===== src/rtl/fp_div_seq_if.sv =====
// Request/response bundle for fp_div_seq. The fflags member exists only when
// FP_DIV_FFLAGS_EN is defined.
interface fp_div_seq_if #(
    parameter int unsigned W = 32
);
    logic         start;
    logic [W-1:0] a;
    logic [W-1:0] b;
    logic [W-1:0] q;
    logic         valid;
    logic         busy;
`ifdef FP_DIV_FFLAGS_EN
    logic [4:0]   fflags;

    modport master (output start, a, b, input q, valid, busy, fflags);
    modport slave  (input start, a, b, output q, valid, busy, fflags);
`else
    modport master (output start, a, b, input q, valid, busy);
    modport slave  (input start, a, b, output q, valid, busy);
`endif
endinterface


===== src/rtl/fp_div_seq.sv =====
// Sequential single-precision divider: radix-2 restoring, one quotient bit per clock, RNE rounding.
// Optional exception flags ({NV,DZ,OF,UF,NX}) are enabled by defining FP_DIV_FFLAGS_EN.
module fp_div_seq #(
    parameter int unsigned NEXP = 8,
    parameter int unsigned NSIG = 23,
    parameter int          BIAS = 127
) (
    input  logic        clk,
    input  logic        rst_n,
    fp_div_seq_if.slave bus
);
    localparam int unsigned W  = NEXP + NSIG + 1;
    localparam int unsigned SW = NSIG + 1;
    localparam int unsigned RW = NSIG + 2;
    localparam int unsigned QW = NSIG + 3;
    localparam int unsigned EW = NEXP + 2;
    localparam int unsigned CW = $clog2(QW);
    localparam logic signed [EW-1:0] EMAX  = EW'(BIAS);
    localparam logic signed [EW-1:0] EMIN  = EW'(1 - BIAS);
    localparam logic signed [EW-1:0] ETINY = EW'(1 - BIAS - int'(NSIG));
    localparam logic [CW-1:0]        CNT_LAST = CW'(QW - 1);

    typedef enum logic [1:0] {StIdle, StCalc, StRound, StDone} state_e;

    state_e                 state_q, state_d;
    logic                   busy;
    logic                   sign_q;
    logic signed [EW-1:0]   e_q;
    logic [RW-1:0]          r_q;
    logic [SW-1:0]          d_q;
    logic [QW-1:0]          quo_q;
    logic [CW-1:0]          cnt_q;
    logic [W-1:0]           res_q;
    logic [W-1:0]           q_q;
    logic                   valid_q;

    // Subnormal operands read as zero: exponent field 0 is the only zero test.
    logic [NEXP-1:0] a_exp, b_exp;
    logic [NSIG-1:0] a_frac, b_frac;
    logic            a_zero, a_inf, a_nan, a_snan;
    logic            b_zero, b_inf, b_nan, b_snan;
    logic            sign_in;

    assign a_exp   = bus.a[NSIG +: NEXP];
    assign b_exp   = bus.b[NSIG +: NEXP];
    assign a_frac  = bus.a[NSIG-1:0];
    assign b_frac  = bus.b[NSIG-1:0];
    assign a_zero  = (a_exp == '0);
    assign b_zero  = (b_exp == '0);
    assign a_inf   = (&a_exp) && (a_frac == '0);
    assign b_inf   = (&b_exp) && (b_frac == '0);
    assign a_nan   = (&a_exp) && (a_frac != '0);
    assign b_nan   = (&b_exp) && (b_frac != '0);
    assign a_snan  = a_nan && !a_frac[NSIG-1];
    assign b_snan  = b_nan && !b_frac[NSIG-1];
    assign sign_in = bus.a[W-1] ^ bus.b[W-1];

    logic         special;
    logic [W-1:0] spec_res;

    always_comb begin
        special  = 1'b1;
        spec_res = '0;
        if (a_snan) begin
            spec_res = bus.a;
        end else if (b_snan) begin
            spec_res = bus.b;
        end else if (a_nan) begin
            spec_res = bus.a;
        end else if (b_nan) begin
            spec_res = bus.b;
        end else if ((a_inf && b_inf) || (a_zero && b_zero)) begin
            spec_res = {1'b0, {NEXP{1'b1}}, 1'b1, {(NSIG-1){1'b0}}};
        end else if (a_inf || b_zero) begin
            spec_res = {sign_in, {NEXP{1'b1}}, {NSIG{1'b0}}};
        end else if (a_zero || b_inf) begin
            spec_res = {sign_in, {(W-1){1'b0}}};
        end else begin
            special = 1'b0;
        end
    end

    logic          ge;
    logic [RW-1:0] r_sub, r_next;

    assign ge     = (r_q >= {1'b0, d_q});
    assign r_sub  = ge ? (r_q - {1'b0, d_q}) : r_q;
    assign r_next = r_sub << 1;

    logic [SW-1:0]        sig, sig_r;
    logic [SW:0]          sig_inc;
    logic                 guard, sticky;
    logic signed [EW-1:0] e_n, e_r;
    logic [EW-1:0]        sh;
    logic [W-1:0]         rnd_res;

    always_comb begin
        if (quo_q[QW-1]) begin
            sig    = quo_q[QW-1:2];
            guard  = quo_q[1];
            sticky = quo_q[0] | (|r_q);
            e_n    = e_q;
        end else begin
            sig    = quo_q[QW-2:1];
            guard  = quo_q[0];
            sticky = |r_q;
            e_n    = e_q - EW'(1);
        end
        sig_inc = {1'b0, sig} + {{SW{1'b0}}, guard & (sticky | sig[0])};
        if (sig_inc[SW]) begin
            sig_r = {1'b1, {NSIG{1'b0}}};
            e_r   = e_n + EW'(1);
        end else begin
            sig_r = sig_inc[SW-1:0];
            e_r   = e_n;
        end
        sh = EW'(EMIN - e_r);
        // Subnormal results truncate the already-rounded significand.
        if (e_r > EMAX) begin
            rnd_res = {sign_q, {NEXP{1'b1}}, {NSIG{1'b0}}};
        end else if (e_r < ETINY) begin
            rnd_res = {sign_q, {(W-1){1'b0}}};
        end else if (e_r < EMIN) begin
            rnd_res = {sign_q, {NEXP{1'b0}}, NSIG'(sig_r >> sh)};
        end else begin
            rnd_res = {sign_q, NEXP'(e_r + EMAX), sig_r[NSIG-1:0]};
        end
    end

    always_ff @(posedge clk or negedge rst_n) begin
        if (!rst_n) begin
            state_q <= StIdle;
        end else begin
            state_q <= state_d;
        end
    end

    always_comb begin
        state_d = state_q;
        unique case (state_q)
            StIdle:  if (bus.start) state_d = special ? StDone : StCalc;
            StCalc:  if (cnt_q == CNT_LAST) state_d = StRound;
            StRound: state_d = StDone;
            StDone:  state_d = StIdle;
            default: state_d = StIdle;
        endcase
    end

    always_comb begin
        busy = (state_q != StIdle);
    end

    always_ff @(posedge clk or negedge rst_n) begin
        if (!rst_n) begin
            sign_q  <= 1'b0;
            e_q     <= '0;
            r_q     <= '0;
            d_q     <= '0;
            quo_q   <= '0;
            cnt_q   <= '0;
            res_q   <= '0;
            q_q     <= '0;
            valid_q <= 1'b0;
        end else begin
            valid_q <= 1'b0;
            unique case (state_q)
                StIdle: begin
                    if (bus.start) begin
                        sign_q <= sign_in;
                        e_q    <= EW'(a_exp) - EW'(b_exp);
                        r_q    <= {2'b01, a_frac};
                        d_q    <= {1'b1, b_frac};
                        quo_q  <= '0;
                        cnt_q  <= '0;
                        res_q  <= spec_res;
                    end
                end
                StCalc: begin
                    r_q   <= r_next;
                    quo_q <= {quo_q[QW-2:0], ge};
                    cnt_q <= cnt_q + 1'b1;
                end
                StRound: res_q <= rnd_res;
                StDone: begin
                    q_q     <= res_q;
                    valid_q <= 1'b1;
                end
                default: ;
            endcase
        end
    end

    assign bus.q     = q_q;
    assign bus.valid = valid_q;
    assign bus.busy  = busy;

`ifdef FP_DIV_FFLAGS_EN
    logic [4:0] spec_fl, rnd_fl, res_fl_q, fflags_q;
    logic       lost;

    always_comb begin
        spec_fl    = '0;
        spec_fl[4] = a_snan | b_snan |
                     (!a_nan && !b_nan && ((a_inf && b_inf) || (a_zero && b_zero)));
        spec_fl[3] = !a_nan && !b_nan && !a_inf && !a_zero && b_zero;
    end

    always_comb begin
        lost   = |(sig_r & ~({SW{1'b1}} << sh));
        rnd_fl = '0;
        if (e_r > EMAX) begin
            rnd_fl = 5'b00101;
        end else if (e_r < ETINY) begin
            rnd_fl = 5'b00011;
        end else if (e_r < EMIN) begin
            if (guard | sticky | lost) rnd_fl = 5'b00011;
        end else begin
            rnd_fl[0] = guard | sticky;
        end
    end

    always_ff @(posedge clk or negedge rst_n) begin
        if (!rst_n) begin
            res_fl_q <= '0;
            fflags_q <= '0;
        end else if (state_q == StIdle && bus.start) begin
            res_fl_q <= spec_fl;
            fflags_q <= '0;
        end else if (state_q == StRound) begin
            res_fl_q <= rnd_fl;
        end else if (state_q == StDone) begin
            fflags_q <= res_fl_q;
        end
    end

    assign bus.fflags = fflags_q;
`endif
endmodule

===== src/flat_wrapper.sv =====
// flat-port wrapper written by rule: the top's interface ports become plain ports
module fp_div_seq_flat 
#(
    parameter int unsigned NEXP = 8,
    parameter int unsigned NSIG = 23,
    parameter int          BIAS = 127
)
  (clk, rst_n, bus_start, bus_a, bus_b, bus_q, bus_valid, bus_busy);
  fp_div_seq_if bus_i ();
  input  logic clk;
  input  logic rst_n;
  input wire logic [$bits(bus_i.start)-1:0] bus_start;
  input wire logic [$bits(bus_i.a)-1:0] bus_a;
  input wire logic [$bits(bus_i.b)-1:0] bus_b;
  output wire logic [$bits(bus_i.q)-1:0] bus_q;
  output wire logic [$bits(bus_i.valid)-1:0] bus_valid;
  output wire logic [$bits(bus_i.busy)-1:0] bus_busy;
  assign bus_i.start = bus_start;
  assign bus_i.a = bus_a;
  assign bus_i.b = bus_b;
  assign bus_q = bus_i.q;
  assign bus_valid = bus_i.valid;
  assign bus_busy = bus_i.busy;
  fp_div_seq #(.NEXP(NEXP), .NSIG(NSIG), .BIAS(BIAS)) u_core (.clk(clk), .rst_n(rst_n), .bus(bus_i));
endmodule

===== config.mk =====
export PLATFORM = sky130hd
export DESIGN_NAME = fp_div_seq_flat
export DESIGN_NICKNAME = d
export VERILOG_FILES = /design/src/rtl/fp_div_seq_if.sv /design/src/rtl/fp_div_seq.sv /design/src/flat_wrapper.sv
export SDC_FILE = /design/constraint.sdc
export NUM_CORES = 1
export LEC_CHECK = 0
export ABC_AREA = 1
export CORE_AREA = 2 2 178 180
export DETAILED_ROUTE_END_ITERATION = 8
export DIE_AREA = 0 0 180 182
export PLACE_DENSITY_LB_ADDON = 0.25
export SLEW_MARGIN = 15
export SYNTH_ARGS = -nofsm -noshare
export SYNTH_HDL_FRONTEND = slang
export SYNTH_SLANG_ARGS = --single-unit
export TNS_END_PERCENT = 1

===== constraint.sdc =====
create_clock -name clk -period 5.67 [get_ports clk]
set_input_delay 0.8505 -clock clk [delete_from_list [all_inputs] [get_ports clk]]
set_output_delay 0.8505 -clock clk [all_outputs]
set_load 0.02 [all_outputs]

==> impl_metrics.csv, run 1 <==
group,metric,value,unit
clock_tree,numCtsBuffers,17,
clock_tree,cts_tree,"done",
run_status,status,"complete, no violations",
critical_path,arrival,5350,ps
logic_synthesis,syn-num-nets,1894,
die,placementRows,65,
global_routing,overflow,0,
global_routing,antenna_found_initial,0,
critical_path,cp-start-kind,"flop",
clock_tree,path_clk_slew,70,ps
placed_design,hpwl,30600,µm
timing,min_period,4980,ps
placed_design,placed_cell_area,13400,µm²
routing,finalWirelength,40000,µm
global_routing,grt_max_degree,70,
logic_synthesis,ys_seq_area_frac,0.324,
die,die-area,32800,µm²
clock_tree,postCtsHoldBufs,0,
critical_path,end_kind,"flop",
die,io-pin-count,101,
timing,finalHoldViolations,0,
placed_design,io_buffers,100,
logic_synthesis,synthDistinctLibCells,49,
global_routing,met3_usage,0.0411,
clock_tree,cts.repair.resized,0,
logic_synthesis,synth_compound_area_frac,0.180,
routing,viasPerCell,5.37,
logic_synthesis,yosys.area_share.xor_xnor,0.0296,
clock_tree,cts_buffer_depth,2,
global_routing,grtUsageTotal,0.246,
routing,ant_nets,0,
critical_path,worstRegToRegCells,30,
clock_tree,clock_latency,450,ps
routing,firstDrtPassIters,6,
global_routing,grt_busiest_layer,"met2",
clock_tree,cts_root_buf,"clkbuf_16",
global_routing,use_met1,0.341,
timing,fin_ws,685,ps
critical_path,crit_family,"simple AND/OR/NAND/NOR gates",
logic_synthesis,synth_top_family_by_area,"simple AND/OR/NAND/NOR gates",
die,core_area,31000,µm²
logic_synthesis,yosys_warnings,0,
min_path,hold_path_class,"in -> async",
logic_synthesis,syn-instance-count,1781,
layout,n_antenna_cell,0,
logic_synthesis,synth.mux.area_fraction,0.0213,
critical_path,crit_fanout,35,
critical_path,path_depth,30,
logic_synthesis,synthesis.area,12100,µm²
layout,area_growth,15.3,%
logic_synthesis,syn_avg_cell_area,6.82,µm²
clock_tree,htreeDepth,4,
routing,drc_errors,0,
routing,vias,12100,
logic_synthesis,synthSimpleGateAreaFrac,0.294,
critical_path,required,6040,ps
logic_synthesis,synthAdderAreaFrac,0.0487,
timing,slew_violations,0,
critical_path,critPathMostFrequentCell,"nand2_1",
global_routing,grt_pass1_wl,64100,µm
layout,fin_area,14000,µm²
critical_path,critPathKind,"reg -> reg",
placed_design,dp_slack,802,ps
timing,timing.slew.headroom,0.316,
die,start_util,0.392,
clock_tree,cts.sinks,157,
timing,max_freq,201,MHz
critical_path,slowest_stage,"dfrtp_1",
die,die-height,182,µm
routing,wl_per_cell,17.8,µm
critical_path,critPathBufInv,3,
timing,tns,0,ps
global_routing,grt_pass1_vias,11600,
layout,drive_above_1_share,0.0671,
clock_tree,post_cts.repair.setup_buffers,0,
timing,rsz0062_at_grt,"no",
placed_design,gp_congestion,0.925,
flow_run,drv_cap,0,
timing,finalCritPeriodShare,0.879,
timing,worst_pin_slew,1020,ps
global_routing,use_met2,0.398,
logic_synthesis,synth_seq_cells,157,
timing,setup_violations,0,
critical_path,max_stage_delay,590,ps
timing,skew,14.8,ps
routing,drtIter0Drc,1020,
die,die_w,180,µm
layout,nNetsFinal,1950,
## worst register-to-register path, delay by kind of cell (launching register included)
family / cells / cell delay (ps)
simple gates: 22 / 2470
buf+inv: 3 / 870
fa+ha+maj: 2 / 590
flops: 1 / 590
compound gates: 3 / 400
## cells in the mapped netlist (all sizes together)
master | number | share of area
a31oi | 5 | 0.0026
or2 | 4 | 0.0021
fa | 2 | 0.0033
nand3 | 149 | 0.064
a21boi | 1 | 0.00062
a21oi | 166 | 0.069
a221oi | 5 | 0.0036
and2 | 2 | 0.0010
dfrtp | 157 | 0.32
o21a | 4 | 0.0025
mux2 | 23 | 0.021
nor2 | 165 | 0.056
o311ai | 1 | 0.00072
nor3 | 20 | 0.0082
xor2 | 24 | 0.017
a22oi | 9 | 0.0056
buf | 25 | 0.013
inv | 232 | 0.072
o221ai | 1 | 0.00072
nor4 | 25 | 0.013
o2111ai | 1 | 0.00072
o21ai | 135 | 0.057
nand4 | 43 | 0.023
ha | 44 | 0.045
a211oi | 2 | 0.0012
a211o | 1 | 0.00072
o211ai | 8 | 0.0049
clkinv | 4 | 0.0013
xnor2 | 17 | 0.012
nand2 | 396 | 0.13
o21bai | 2 | 0.0012
o22ai | 50 | 0.026
o31ai | 4 | 0.0025
clkbuf | 54 | 0.017
## flip-flops by register name, summed over array words and instances, names as in the netlist
register and flops:
u_core.state_q 2, u_core.res_q 32, u_core.quo_q 26, u_core.cnt_q 5
u_core.d_q 24, u_core.bus.valid 1, u_core.sign_q 1, u_core.bus.q 32
u_core.r_q 25, u_core.e_q 9
## worst paths after layout
check,startpoint,end,slack (ps)
max in group asynchronous,rst_n,u_core.res_q[28],4070
hold reg to reg,u_core.d_q[16],u_core.d_q[16],490
setup reg to reg,u_core.quo_q[25],u_core.res_q[16],690
setup / recovery,u_core.quo_q[25],u_core.res_q[16],690
min in group clk,u_core.d_q[16],u_core.d_q[16],490
hold / removal,rst_n,u_core.r_q[10],320
## cells in the final DEF, fill, tap and decap left out, types with 3 or more instances in the layout
master and count:
inv_1 226, nand4_1 42, nand2_2 13, o21ai_1 14, ha_1 43, a221oi_1 5, o21ai_0 115, o22ai_1 50
nor4_1 25, nand3_1 142, o21a_1 4, o21ai_2 5, inv_2 6, xor2_1 24, clkinv_1 3, o211ai_1 8
a21oi_1 165, nor2_2 7, o31ai_1 4, nand2_1 380, nor2_1 152, dfrtp_1 157, clkbuf_16 17, or2_2 3
a22oi_1 9, buf_4 16, clkdlybuf4s50_1 99, nor2_4 6, nand2_4 3, nor3_1 20, clkinv_2 4, a31oi_1 5
xnor2_1 17, nand3_2 7, mux2_2 23
## through the flow
step / hold WS [ps] / instances / util
floorplan: 426 / 1781 / -
global placement: 455 / 2220 / 0.433
detailed placement: 468 / 2220 / 0.433
CTS: 333 / 2250 / 0.451
global route: 349 / 2250 / 0.452
finish: 322 / 2250 / 0.452
## logic make-up after synthesis
family,count (synthesis)
buf+inv,315
fa+ha+maj,46
mux,23
compound gates,395
xor+xnor,41
simple gates,804
flops,157
## layout make-up
| type | count | area, µm² |
|---|---|---|
| Clock buffer | 20 | 457 |
| Clock inverter | 10 | 116 |
| Fill cell | 3212 | 17000 |
| Inverter | 236 | 887 |
| Multi-Input combinational cell | 1309 | 6980 |
| Sequential cell | 157 | 3930 |
| Tap cell | 402 | 503 |
| Timing Repair Buffer | 116 | 1120 |
## metal layers
layer	up-vias	share of wire	wire length (µm)
met1	5657	0.47	18900
met4	0	0.019	779
met3	42	0.052	2090
met2	319	0.45	18200
met5	-	0	0
li1	6069	-	-
Power of run 1 is not shown: default switching activity piles up to over one toggle a cycle in this logic, so the estimate is an artifact.
==> run 2, diff against run 1 <==
--- a/config.mk
+++ b/config.mk
@@ -10,7 +10,6 @@
 export DETAILED_ROUTE_END_ITERATION = 8
 export DIE_AREA = 0 0 180 182
 export PLACE_DENSITY_LB_ADDON = 0.25
-export SLEW_MARGIN = 15
 export SYNTH_ARGS = -nofsm -noshare
 export SYNTH_HDL_FRONTEND = slang
 export SYNTH_SLANG_ARGS = --single-unit
==> impl_metrics.csv, run 2 (synthesized netlist as in run 1, its figures left out) <==
group,metric,value,unit
min_path,hold_path_class,"in -> async",
timing,finalHoldViolations,0,
placed_design,io_buffers,100,
layout,nFillCells,3213,
layout,mostFrequentLayoutCells,"380 x nand2_1, 226 x inv_1, 165 x a21oi_1, 157 x dfrtp_1, 152 x nor2_1",
routing,vias,12100,
global_routing,grt_max_degree,70,
clock_tree,htreeDepth,4,
clock_tree,cts_buffer_depth,2,
layout,fin_area,14000,µm²
layout,area_growth,15.3,%
layout,nNetsFinal,1950,
routing,finalWirelength,40000,µm
timing,worst_pin_slew,1080,ps
routing,drtIter0Drc,1019,
die,start_util,0.392,
layout,n_antenna_cell,0,
critical_path,rrSetupSlack,680,ps
placed_design,gp_congestion,0.925,
flow_run,drv_cap,0,
timing,setup_violations,0,
clock_tree,numCtsBuffers,17,
routing,drc_errors,0,
placed_design,hpwl,30600,µm
critical_path,required,6040,ps
die,placementRows,65,
clock_tree,path_clk_slew,70,ps
die,die-area,32800,µm²
timing,max_freq,200,MHz
timing,finalCritPeriodShare,0.880,
critical_path,max_stage_delay,590,ps
clock_tree,cts.sinks,157,
timing,skew,14.8,ps
critical_path,worstRegToRegCells,30,
die,die-height,182,µm
global_routing,grt_pass1_wl,64100,µm
critical_path,crit_fanout,35,
die,die_w,180,µm
clock_tree,cts_root_buf,"clkbuf_16",
timing,tns,0,ps
critical_path,slowest_stage,"dfrtp_1",
global_routing,grt_pass1_vias,11600,
placed_design,place_inst,2220,
placed_design,placed_cell_area,13400,µm²
layout,seq_area,3930,µm²
run_status,status,"complete, no violations",
critical_path,critPathKind,"reg -> reg",
timing,min_period,4990,ps
clock_tree,cts_tree,"done",
layout,multi_input_area,6980,µm²
timing,timing.slew.headroom,0.274,
critical_path,worstReg2RegStart,"u_core.quo_q[25]",
die,core_area,31000,µm²
critical_path,cp-start-kind,"flop",
die,io-pin-count,101,
critical_path,timing.rr.end,"u_core.res_q[16]",
routing,viasPerCell,5.37,
timing,slew_violations,0,
critical_path,critPathMostFrequentCell,"nand2_1",
routing,wl_per_cell,17.8,µm
critical_path,arrival,5360,ps
routing,ant_nets,0,
timing,rsz0062_at_grt,"no",
layout,stdcell_count,2250,
routing,firstDrtPassIters,5,
clock_tree,cts.repair.resized,0,
layout,drive_above_1_share,0.0671,
global_routing,grtUsageTotal,0.246,
layout,layout_commonest_cell,"nand2_1",
clock_tree,clock_latency,450,ps
global_routing,antenna_found_initial,0,
clock_tree,postCtsHoldBufs,0,
global_routing,overflow,0,
critical_path,end_kind,"flop",
clock_tree,post_cts.repair.setup_buffers,0,
run 2: layout make-up:
| type | count | area share |
|---|---|---|
| timing repair buffer | 116 | 0.0802 |
| multi-input combinational | 1309 | 0.499 |
| clock buffer | 20 | 0.0326 |
| sequential | 157 | 0.281 |
| clock inverter | 10 | 0.00832 |
| tap | 402 | 0.0360 |
| inverter | 236 | 0.0634 |
run 2: per-stage QoR:
step	hold WS (ps)	utilization	worst slack, ps
2_1_floorplan	426	-	1620
3_3_place_gp	455	0.433	955
3_5_place_dp	468	0.433	802
4_1_cts	333	0.451	757
5_1_grt	349	0.451	86.9
6_report	322	0.451	681
run 2: layer usage:
layer  vias to the layer above  wire [µm]  GRT usage
met5                         -          0          0
met4                         0        808     0.0663
met3                        44       2070     0.0411
met2                       316      18200      0.398
met1                      5662      18900      0.341
li1                       6070          -          -
run 2: how the worst max path moves through the flow:
| stage | start | end | slack (ps) | depth (start not counted) |
|---|---|---|---|---|
| 2_1_floorplan | u_core.quo_q[25] | u_core.res_q[19] | 1620 | 32 |
| 3_3_place_gp | u_core.quo_q[25] | u_core.res_q[0] | 950 | 30 |
| 3_5_place_dp | u_core.quo_q[25] | u_core.res_q[16] | 800 | 30 |
| 4_1_cts | u_core.quo_q[25] | u_core.res_q[16] | 760 | 30 |
| 5_1_grt | u_core.quo_q[25] | u_core.res_q[18] | 90 | 28 |
| 6_report | u_core.quo_q[25] | u_core.res_q[16] | 680 | 30 |
run 2: critical path: cells and delay by family, from the launching register on:
kind,cells,cell delay (ps)
compound gates,3,400
buf+inv,3,870
simple gates,22,2440
fa+ha+maj,2,590
flops,1,590
Power of run 2 is left out for the same reason.
